## src/rtl/tia_audio_mixer.sv

```systemverilog
// ---------------------------------------------------------------------------
// tia_audio_mixer
//
// Purpose:
//   Sits behind the two TIA audio channel circuits. On every audio_tick it
//   forms the mixed level of both channels (each channel contributes its
//   AUDV volume when its poly bit is 1). The level then goes to two places.
//   It is pushed into a 2-entry PCM FIFO that has a valid/ready handshake.
//   It is also held in mix_q, which feeds a 1-bit DAC.
//
// Build option:
//   TIA_AUDIO_SIGMA_DELTA_EN - when defined, the DAC is a first-order
//   sigma-delta modulator instead of the default PWM generator. The FIFO
//   and handshake are the same in both builds.
//
// Ports:
//   clk         system clock
//   rst         synchronous, active-high reset
//   audio_tick  one-cycle enable at the audio sample rate
//   ch0_bit     channel 0 poly output bit
//   ch1_bit     channel 1 poly output bit
//   ch0_vol     channel 0 AUDV volume (VOL_WIDTH bits)
//   ch1_vol     channel 1 AUDV volume (VOL_WIDTH bits)
//   pcm_data    head of the PCM FIFO (VOL_WIDTH+1 bits)
//   pcm_valid   pcm_data holds a sample
//   pcm_ready   consumer takes the head sample this cycle
//   overflow    sticky flag, set when a sample was dropped; cleared by rst
//   dac_out     registered 1-bit DAC drive
// ---------------------------------------------------------------------------
module tia_audio_mixer #(
    parameter int PWM_PERIOD = 31,
    parameter int VOL_WIDTH  = 4
) (
    input  logic                 clk,
    input  logic                 rst,
    input  logic                 audio_tick,
    input  logic                 ch0_bit,
    input  logic                 ch1_bit,
    input  logic [VOL_WIDTH-1:0] ch0_vol,
    input  logic [VOL_WIDTH-1:0] ch1_vol,
    output logic [VOL_WIDTH:0]   pcm_data,
    output logic                 pcm_valid,
    input  logic                 pcm_ready,
    output logic                 overflow,
    output logic                 dac_out
);

    // The level is one bit wider than a volume, so two full-scale volumes
    // (15 + 15 = 30) fit without saturation.
    localparam int LVL_W = VOL_WIDTH + 1;

    // -----------------------------------------------------------------------
    // Mixer: each channel contributes its volume only while its poly bit
    // is high. The sum is formed at full level width.
    // -----------------------------------------------------------------------
    logic [LVL_W-1:0] term0;
    logic [LVL_W-1:0] term1;
    logic [LVL_W-1:0] level;

    always_comb begin
        term0 = '0;
        term1 = '0;
        if (ch0_bit) begin
            term0 = {1'b0, ch0_vol};
        end
        if (ch1_bit) begin
            term1 = {1'b0, ch1_vol};
        end
        level = term0 + term1;
    end

    // -----------------------------------------------------------------------
    // Mix register: holds the level of the most recent tick. This register
    // feeds the DAC, so it is updated on every tick, even when the FIFO has
    // to drop the sample.
    // -----------------------------------------------------------------------
    logic [LVL_W-1:0] mix_q;
    logic [LVL_W-1:0] mix_d;

    always_comb begin
        mix_d = mix_q;
        if (audio_tick) begin
            mix_d = level;
        end
    end

    always_ff @(posedge clk) begin
        if (rst) begin
            mix_q <= '0;
        end else begin
            mix_q <= mix_d;
        end
    end

    // -----------------------------------------------------------------------
    // PCM FIFO with two entries.
    //
    // head_q is the oldest sample and drives pcm_data directly. There is no
    // bypass, so a pushed sample shows up no earlier than the next cycle.
    // tail_q holds the second sample when count_q is 2.
    //
    // The FIFO pops only when it holds a sample. A ready signal on an empty
    // FIFO therefore has no effect.
    //
    // When the FIFO is full and a push arrives:
    //   - With no pop on the same edge, the new sample is dropped and the
    //     overflow flag is set.
    //   - With a pop on the same edge, the pop makes room, so the push is
    //     accepted and no overflow occurs.
    // -----------------------------------------------------------------------
    logic [LVL_W-1:0] head_q;
    logic [LVL_W-1:0] head_d;
    logic [LVL_W-1:0] tail_q;
    logic [LVL_W-1:0] tail_d;
    logic [1:0]       count_q;
    logic [1:0]       count_d;
    logic             ovf_q;
    logic             ovf_d;
    logic             pop;

    always_comb begin
        head_d  = head_q;
        tail_d  = tail_q;
        count_d = count_q;
        ovf_d   = ovf_q;
        pop     = (count_q != 2'd0) && pcm_ready;

        case ({pop, audio_tick})
            2'b01: begin
                case (count_q)
                    2'd0: begin
                        head_d  = level;
                        count_d = 2'd1;
                    end
                    2'd1: begin
                        tail_d  = level;
                        count_d = 2'd2;
                    end
                    default: begin
                        ovf_d = 1'b1;
                    end
                endcase
            end
            2'b10: begin
                head_d  = tail_q;
                count_d = count_q - 2'd1;
            end
            2'b11: begin
                // Pop and push on the same edge, so the occupancy stays
                // the same.
                if (count_q == 2'd2) begin
                    head_d = tail_q;
                    tail_d = level;
                end else begin
                    head_d = level;
                end
            end
            default: begin
            end
        endcase
    end

    always_ff @(posedge clk) begin
        if (rst) begin
            head_q  <= '0;
            tail_q  <= '0;
            count_q <= 2'd0;
            ovf_q   <= 1'b0;
        end else begin
            head_q  <= head_d;
            tail_q  <= tail_d;
            count_q <= count_d;
            ovf_q   <= ovf_d;
        end
    end

    assign pcm_data  = head_q;
    assign pcm_valid = (count_q != 2'd0);
    assign overflow  = ovf_q;

`ifdef TIA_AUDIO_SIGMA_DELTA_EN
    // -----------------------------------------------------------------------
    // Sigma-delta DAC.
    //
    // Each cycle the accumulator adds mix_q. Whenever the sum reaches full
    // scale (31), the DAC emits a 1 and full scale is subtracted.
    //
    // The accumulator always stays below 31. As a result, a constant mix_q
    // returns the accumulator to the same value after 31 cycles, and any
    // 31-cycle window contains exactly mix_q ones.
    // -----------------------------------------------------------------------
    localparam logic [LVL_W:0] SD_FULL = (LVL_W + 1)'((1 << LVL_W) - 1);

    logic [LVL_W-1:0] acc_q;
    logic [LVL_W-1:0] acc_d;
    logic [LVL_W:0]   sum;
    logic             dac_q;
    logic             dac_d;

    always_comb begin
        sum = {1'b0, acc_q} + {1'b0, mix_q};
        if (sum >= SD_FULL) begin
            dac_d = 1'b1;
            acc_d = LVL_W'(sum - SD_FULL);
        end else begin
            dac_d = 1'b0;
            acc_d = sum[LVL_W-1:0];
        end
    end

    always_ff @(posedge clk) begin
        if (rst) begin
            acc_q <= '0;
            dac_q <= 1'b0;
        end else begin
            acc_q <= acc_d;
            dac_q <= dac_d;
        end
    end

    assign dac_out = dac_q;
`else
    // -----------------------------------------------------------------------
    // PWM DAC.
    //
    // pwm_cnt runs from 0 to PWM_PERIOD-1. duty_q is reloaded from mix_q
    // only on the wrap edge, so a tick that arrives mid-frame cannot glitch
    // the frame in progress.
    //
    // dac_out is high while pwm_cnt < duty_q, which gives exactly duty_q
    // high cycles per frame.
    // -----------------------------------------------------------------------
    localparam int CNT_W = (PWM_PERIOD > 1) ? $clog2(PWM_PERIOD) : 1;
    localparam int CMP_W = (CNT_W > LVL_W) ? CNT_W : LVL_W;
    localparam logic [CNT_W-1:0] CNT_MAX = CNT_W'(PWM_PERIOD - 1);

    logic [CNT_W-1:0] cnt_q;
    logic [CNT_W-1:0] cnt_d;
    logic [LVL_W-1:0] duty_q;
    logic [LVL_W-1:0] duty_d;
    logic             dac_q;
    logic             dac_d;
    logic             wrap;

    always_comb begin
        wrap   = (cnt_q == CNT_MAX);
        cnt_d  = wrap ? '0 : cnt_q + CNT_W'(1);
        duty_d = wrap ? mix_q : duty_q;
        dac_d  = (CMP_W'(cnt_q) < CMP_W'(duty_q));
    end

    always_ff @(posedge clk) begin
        if (rst) begin
            cnt_q  <= '0;
            duty_q <= '0;
            dac_q  <= 1'b0;
        end else begin
            cnt_q  <= cnt_d;
            duty_q <= duty_d;
            dac_q  <= dac_d;
        end
    end

    assign dac_out = dac_q;
`endif

endmodule

```

## config.mk

```make
export PLATFORM = sky130hd
export DESIGN_NAME = tia_audio_mixer
export DESIGN_NICKNAME = d
export VERILOG_FILES = /design/src/rtl/tia_audio_mixer.sv
export SDC_FILE = /design/constraint.sdc
export NUM_CORES = 1
export LEC_CHECK = 0
export CORE_UTILIZATION = 40
export CTS_BUF_LIST = sky130_fd_sc_hd__clkbuf_4 sky130_fd_sc_hd__clkbuf_8
export CTS_CLUSTER_DIAMETER = 50
export DETAILED_ROUTE_END_ITERATION = 10
export DONT_BUFFER_PORTS = 1
export PLACE_DENSITY = 0.6
export SLEW_MARGIN = 20
export SYNTH_ARGS = -nofsm -noshare
export SYNTH_HDL_FRONTEND = slang
export SYNTH_SLANG_ARGS = --single-unit
```

## constraint.sdc

```tcl
create_clock -name clk -period 3.6 [get_ports clk]
set_input_delay 0.36 -clock clk [delete_from_list [all_inputs] [get_ports clk]]
set_output_delay 0.36 -clock clk [all_outputs]
set_load 0.05 [all_outputs]
```

* Word-level counts from Yosys, hierarchy flattened *
Cells that the tools add are included.
W data, S select, Z words.

word-level totals
  bits in registers = 29
  input bits = 14
  output and inout port bits = 8
  word-level logic and storage cells = 45

operators by class
  add/sub/neg operators = 3
  magnitude comparators = 1
  equality and inequality tests = 10
  multiplexer cells = 10
  bitwise operators = 1
  reductions and logical operators = 12

operator list
  cell                   number
  $mux W5                4
  $pmux W5 S3            1
  $pmux W5 S2            1
  $mux W4                2
  $pmux W2 S2            2
  $eq A2 B2 Y1 const B   3
  $ne A2 B2 Y1 const B   3
  $reduce_and A2 Y1      3
  $reduce_bool A2 Y1     3
  $add A5 B1 Y5 const B  1
  $add A5 B5 Y5          1
  $eq A5 B5 Y1 const B   1
  $lt A5 B5 Y1           1
  $eq A2 B1 Y1 const B   2
  $reduce_or A2 Y1       2
  $ne A3 B3 Y1 const B   1
  $reduce_and A3 Y1      1
  $reduce_bool A3 Y1     1
  $logic_not A2 Y1       1
  $sub A2 B1 Y2 const B  1
  $logic_and A1 B1 Y1    1
  $not A1 Y1             1

* Longest topological paths before layout *
Gate-level depths: netlist (run 1).

  word-level depth = 5
  depth in mapped cells = 10
  mapped depth without buffers = 9

* Least setup slack after synthesis (run 1) *
OpenSTA, ideal clock, no wires.

  kind = reg-to-reg
  from = register count_q[0]
  to = register tail_q[3]
  library setup time = 0.128 ns
  arrival time = 1.816 ns
  required time = 3.472 ns
  path slack = 1.656 ns
  stages on the path, launching flop included = 11
  path buffers = 1
  clock period less this slack = 1.944 ns
  cells stage by stage = dfxtp_1 -> inv_1 -> ha_1 -> nor2b_1 -> inv_1 -> ha_1 -> or2_1 -> and3_1 -> buf_2 -> a31oi_1 -> nor2_1

on the way
  longest elaborated chain between the ends = 5
  elaborated cells on any way between the ends = 11
  classes of those cells = eq/ne: 6; mux: 1; reduce/logical: 4

RTL lines
  what                                                                 RTL line  RTL
  from (decl)                                                          115       logic [1:0] count_q;
  from (signal assigned)                                               172       count_q <= count_d;
  $reduce_bool A2 Y1                                                   126       pop = (count_q != 2'd0) && pcm_ready;
  $logic_and A1 B1 Y1                                                  126
  $eq A2 B1 Y1 / $eq A2 B2 Y1 (equally long branches)                  128       case ({pop, audio_tick})
  $ne A2 B2 Y1 (no line) / $reduce_bool A2 Y1 (equally long branches)  --
  $reduce_and A3 Y1 (no line)                                          --
  to (signal assigned)                                                 171       tail_q <= tail_d;
  to (decl)                                                            113       logic [LVL_W-1:0] tail_q;

Parallel ways exist; a longest one is shown, timed or not.
A chain may end at the register's enable or synchronous reset.

* Final worst setup path (run 1) *
  from = register count_q[0]
  to = register count_q[1]

on the way
  longest elaborated chain between the ends = 5
  elaborated cells on any way between the ends = 12
  classes of those cells = add/sub: 1; eq/ne: 4; mux: 2; reduce/logical: 5

RTL lines
  what                                                                 RTL line
  $reduce_bool A2 Y1                                                   126
  $logic_and A1 B1 Y1                                                  126
  $eq A2 B1 Y1 / $eq A2 B2 Y1 (equally long branches)                  128
  $ne A3 B3 Y1 (no line) / $reduce_bool A2 Y1 (equally long branches)  --
  $reduce_and A2 Y1 (no line)                                          --

Parallel ways exist; a longest one is shown, timed or not.

==> results of run 1 <==
[cells by family (layout without fill, tap and decap cells)]
logic type	count (synthesis)	in the layout
flops	29	29
simple gates	61	61
mux	10	10
compound gates	29	29
fa+ha+maj	17	17
buf+inv	18	19
xor+xnor	4	4
[worst max-delay path, cell delays in order, from the launching register on]
cell     delay [ns]
dfxtp_1        0.38
inv_1          0.08
ha_1           0.24
nor2b_1        0.27
inv_1          0.09
ha_1           0.21
nor3b_1        0.16
or2_1          0.26
a211o_1        0.28
a21oi_1        0.13
[placed cells by master (no fill, tap or decap), types with 2 or more instances in the layout]
cell type	synthesis	final
a31oi_1	3	3
dfxtp_1	29	29
clkbuf_8	0	6
a21oi_1	4	4
or2_1	2	2
nor2_1	29	29
a22oi_1	3	3
a211oi_1	5	5
xor2_1	3	3
a21o_2	2	2
nand2b_1	5	5
and3_1	2	2
a211o_1	3	3
ha_1	16	16
nand2_1	5	5
and2_1	8	8
inv_1	12	12
mux2i_1	10	10
o21ai_0	2	2
a21o_1	3	3
nand3_1	4	4
[flip-flops by register name (all words and copies together) (netlist names)]
| register | flops |
|---|---|
| cnt_q | 5 |
| dac_out | 1 |
| tail_q | 5 |
| duty_q | 5 |
| pcm_data | 5 |
| overflow | 1 |
| mix_q | 5 |
| count_q | 2 |
[layout make-up]
type,instances,area [sq um]
clock buffer,7,90.1
fill,375,2020
inverter,12,45.0
multi-input combinational,121,866
sequential,29,581
tap,48,60.1
[power by group]
part	total, W	internal (W)	leakage [nW]	switching (W)
clock network	0.000267	0.000159	0.0477	0.000109
logic	0.000312	0.000124	0.447	0.000188
registers	0.000510	0.000378	0.238	0.000132
total	0.00109	0.000660	0.732	0.000429
[through the flow]
stage                     worst slack (ns)  hold slack, ns  area, sq um
after detailed placement              1.45           0.433         1550
after global routing                  1.24           0.129         1640
after global placement                1.58           0.431         1550
after floorplan                       1.66           0.436         1520
final                                 1.43           0.156         1640
after CTS                             1.43           0.136         1640
[metal layers]
| metal | routed length [um] | vias to the layer above | GRT usage (%) |
|---|---|---|---|
| met2 | 1410 | 25 | 27.5 |
| met3 | 100 | 4 | 4.89 |
| met5 | 0 | - | 0 |
| met1 | 1230 | 526 | 17.2 |
| met4 | 46 | 0 | 6.82 |
| li1 | - | 570 | - |
[synthesized netlist by cell type, drive strengths merged]
library cell | instances | share of area, %
inv | 12 | 3.0
a22oi | 3 | 1.5
nand3 | 4 | 1.3
xor2 | 3 | 1.7
o21ai | 3 | 1.2
nor3 | 1 | 0.33
a311oi | 2 | 1.6
fa | 1 | 1.3
a211o | 3 | 1.7
a21o | 5 | 2.6
nor2b | 1 | 0.41
nand2 | 5 | 1.2
or2 | 2 | 0.82
a31oi | 3 | 1.2
a211oi | 5 | 2.5
nor2 | 29 | 7.2
dfxtp | 29 | 38
clkbuf | 3 | 0.74
or3 | 1 | 0.49
nand4 | 1 | 0.41
nor3b | 1 | 0.49
buf | 3 | 0.99
a21boi | 1 | 0.49
and2 | 8 | 3.3
ha | 16 | 13
and3 | 2 | 0.82
xnor2 | 1 | 0.58
or3b | 1 | 0.58
nand2b | 5 | 2.1
a21oi | 4 | 1.3
mux2i | 10 | 6.6
[path summary, 6_finish.rpt]
| kind | startpoint | to | slack (ns) | cells after the start |
|---|---|---|---|---|
| hold reg to reg | mix_q[3]$_SDFFE_PP0P_ | mix_q[3]$_SDFFE_PP0P_ | 0.46 | 2 |
| setup / recovery | count_q[0]$_SDFFE_PP0P_ | count_q[1]$_SDFFE_PP0P_ | 1.43 | 9 |
| hold / removal | rst | count_q[0]$_SDFFE_PP0P_ | 0.16 | 1 |
| setup reg to reg | count_q[0]$_SDFFE_PP0P_ | count_q[1]$_SDFFE_PP0P_ | 1.43 | 9 |
==> flow_summary.toml, run 1 <==
[global_routing]
grt_pass1_vias = 1112
grt_max_degree = 26
grt_use_total_pct = 15.7
grt_antenna_before_repair = 0
grt-ovfl-total = 0
grt_pass1_wl_um = 4830

[floorplanning]
ios = 22
core_sq_um = 3660
design.die.area_sq_um = 4040
rows = 22
initial_core_util_pct = 41.5
die_y_um = 63.6
die_x_um = 63.6

[place]
gp_congestion = 0.777
portBuffers = 0
placedCellCount = 210
dp_hpwl_um = 2120

[yosys]
yosys_warnings = 0
ys_seq_area_share_pct = 38.3
yosysUniqueCellTypes = 34
postSynthAreaPerCell_sq_um = 9.03
synth_xor_area_share_pct = 2.31
ys_ff_latch = 29
syn_area_sq_um = 1520
synthMuxAreaShare_pct = 6.60
synth_compound_area_share_pct = 14.2
synth_top_family_by_area = "simple AND/OR/NAND/NOR gates"
synth_cells = 168
synth-simple-area-share_pct = 19.5
synthAdderAreaFrac_pct = 14.5
synthesis.nets = 199

[timing]
finalSetupViolCount = 0
min_period_ns = 2.17
max-slew-margin-rel_pct = 64.3
grt_setup_unrepaired = "false"
hold_viol = 0
skew_ns = 0.00463
worst_pin_slew_ns = 0.535
fmax_mhz = 460
drv_slew = 0
period_share_pct = 60.4
setup_tns_ns = 0

[cells_and_area]
stdcell_count = 217
layout.nets = 200
area_growth_pct = 8.16
finish.utilization_pct = 44.8
drive_gt1_share_pct = 7.10
diodes = 0

[clock_tree]
post_cts_buffers = 0
ctsResizeCount = 0
clockBufferDepth = 2
path_clk_slew_ns = 0.06
insertion_delay_ns = 0.27
cts_inserted_buffers = 5
cts_tree = "yes"
clock-root-buffer = "clkbuf_8"
cts_hold_buffers = 0
numClockSinks = 29
cts_max_level = 2

[flow_run]
max_cap_viol_count = 0

[drt]
wl_per_cell_um = 12.8
vias = 1125
drc = 0
drt_iter0_drc = 31
postRouteAntennaNets = 0
drt-total-wl_um = 2790
via_per_inst = 5.18
drt_pass1_iterations = 4

[pwr]
p_total_w = 0.00109
vdd_ir_drop_max_mv = 0.190
p_leak_nw = 0.732
power_density_nw_per_um2 = 664

[critical_path]
required_ns = 3.81
crit_arrival_ns = 2.38
start_kind = "flop"
critPathMaxFanout = 4
crit_type = "reg2reg"
end_kind = "flop"

[worst_hold_path]
hold_class = "in2reg"

[run_status]
status = "complete, no violations"
Note: power is estimated with default switching activity, not from simulation.
==> inputs of run 2 (changes only) <==
Clock period 3.6 ns to 2.1 ns, I/O delays scaled along.
==> run 2 against run 1 <==
First-iteration DRC count decreased by 77%. Sequential share of layout area decreased by 0.95 points. Largest cell class unchanged. Sequential cell count unchanged. Wire length increased by 2.0%. Clock skew about the same. Critical endpoint is now pcm_data[3]$_SDFFE_PP0P_.
==> flow_summary.toml, run 2 (synthesis results as in run 1) <==
[run_status]
status = "complete, no violations"

[drt]
wl_per_cell_um = 12.9
drt-total-wl_um = 2840
drt_iter0_drc = 7
via_per_inst = 5.08
drt_pass1_iterations = 4
postRouteAntennaNets = 0
drc = 0
vias = 1118

[cells_and_area]
diodes = 0
drive_gt1_share_pct = 9.88
area_growth_pct = 11.4
final_cell_mix = "29 x nor2_1, 28 x dfxtp_1, 15 x ha_1"
layout_commonest_cell = "nor2_1"
layout.nets = 203

[critical_path]
crit_type = "reg2reg"
end_kind = "flop"
required_ns = 2.28
critPathMaxFanout = 6
crit_arrival_ns = 2.11
start_kind = "flop"

[place]
portBuffers = 0
gp_congestion = 0.728
dp_hpwl_um = 2150
pre_cts_slack_ns = -0.0288

[clock_tree]
clockBufferDepth = 2
cts_max_level = 2
insertion_delay_ns = 0.28
post_cts_buffers = 0
numClockSinks = 29
cts_inserted_buffers = 5
clock-root-buffer = "clkbuf_8"
path_clk_slew_ns = 0.06
cts_tree = "yes"

[timing]
worst_pin_slew_ns = 0.800
skew_ns = 0.00501
hold_viol = 0
final.setup.worst_slack_ns = 0.174
max-slew-margin-rel_pct = 46.5
min_period_ns = 1.93
grt_setup_unrepaired = "false"
setup_tns_ns = 0
fmax_mhz = 519
finalSetupViolCount = 0
drv_slew = 0
period_share_pct = 91.7

[global_routing]
grt_pass1_wl_um = 5050
grt_antenna_before_repair = 0
grt-ovfl-total = 0
grt_max_degree = 22
grt_use_total_pct = 16.3
grt_pass1_vias = 1157

[pwr]
vdd_ir_drop_max_mv = 0.450
power_density_nw_per_um2 = 1130
p_leak_nw = 0.749

[floorplanning]
ios = 22
die_y_um = 63.6
design.die.area_sq_um = 4040
die_x_um = 63.6
core_sq_um = 3660
rows = 22
initial_core_util_pct = 41.5

[flow_run]
max_cap_viol_count = 0

[worst_hold_path]
hold_class = "in2reg"
-- run 2: changes by cell type in the layout (fill, tap and decap cells not counted), sizes merged --
cell         before  now
dlygate4sd3       0    3
-- run 2: critical path, stage by stage (launching register included) --
cell      delay (ns)
dfxtp_2         0.35
inv_1           0.06
ha_2            0.21
nor2b_4         0.15
ha_1            0.23
nand2b_1        0.12
o21ai_2         0.13
or3b_1          0.39
a311oi_2        0.20
-- run 2: path summary, 6_finish.rpt --
kind / start / to / slack (ns) / depth (start not counted)
setup / recovery: count_q[0]$_SDFFE_PP0P_ / pcm_data[3]$_SDFFE_PP0P_ / 0.17 / 8
hold / removal: audio_tick / mix_q[4]$_SDFFE_PP0P_ / 0.03 / 1
setup reg to reg: count_q[0]$_SDFFE_PP0P_ / pcm_data[3]$_SDFFE_PP0P_ / 0.17 / 8
hold reg to reg: mix_q[3]$_SDFFE_PP0P_ / mix_q[3]$_SDFFE_PP0P_ / 0.48 / 2
-- run 2: what timing repair did --
item                                   4_1_cts  5_1_grt
resized for setup                            1        5
cloned                                       0        0
endpoints found under the hold margin       21        1
setup endpoints to repair                    3        8
pin swaps                                    0        0
hold buffers                                 2        1
-- run 2: metrics by stage --
| stage | power [W] | utilization [%] | cell area [sq um] | hold slack, ns | std cells |
|---|---|---|---|---|---|
| floorplan | 0.00134 | - | 1520 | 0.436 | 168 |
| global placement | 0.00140 | 42.4 | 1550 | 0.282 | 210 |
| detailed placement | 0.00142 | 42.4 | 1550 | 0.285 | 210 |
| CTS | 0.00191 | 45.5 | 1660 | 0.00139 | 219 |
| global route | 0.00205 | 46.2 | 1690 | 0.0130 | 220 |
| finish | 0.00191 | 46.2 | 1690 | 0.0270 | 220 |
-- run 2: power breakdown --
part / internal [W] / switching [W] / total (W)
logic: 0.000231 / 0.000339 / 0.000570
registers: 0.000650 / 0.000226 / 0.000876
clock network: 0.000272 / 0.000196 / 0.000468
total: 0.00115 / 0.000761 / 0.00191
-- run 2: layer usage --
layer | GRT usage, % | wire, um | vias to the layer above
li1 | - | - | 577
met1 | 17.2 | 1210 | 509
met2 | 29.9 | 1450 | 27
met3 | 5.62 | 144 | 5
met4 | 5.11 | 37 | 0
met5 | 0 | 0 | -
-- run 2: cell type report --
cell class	instances	area, sq um
Clock buffer	7	90.1
Fill cell	348	1970
Inverter	12	45.0
Multi-Input combinational cell	121	883
Sequential cell	29	582
Tap cell	48	60.1
Timing Repair Buffer	3	30.0
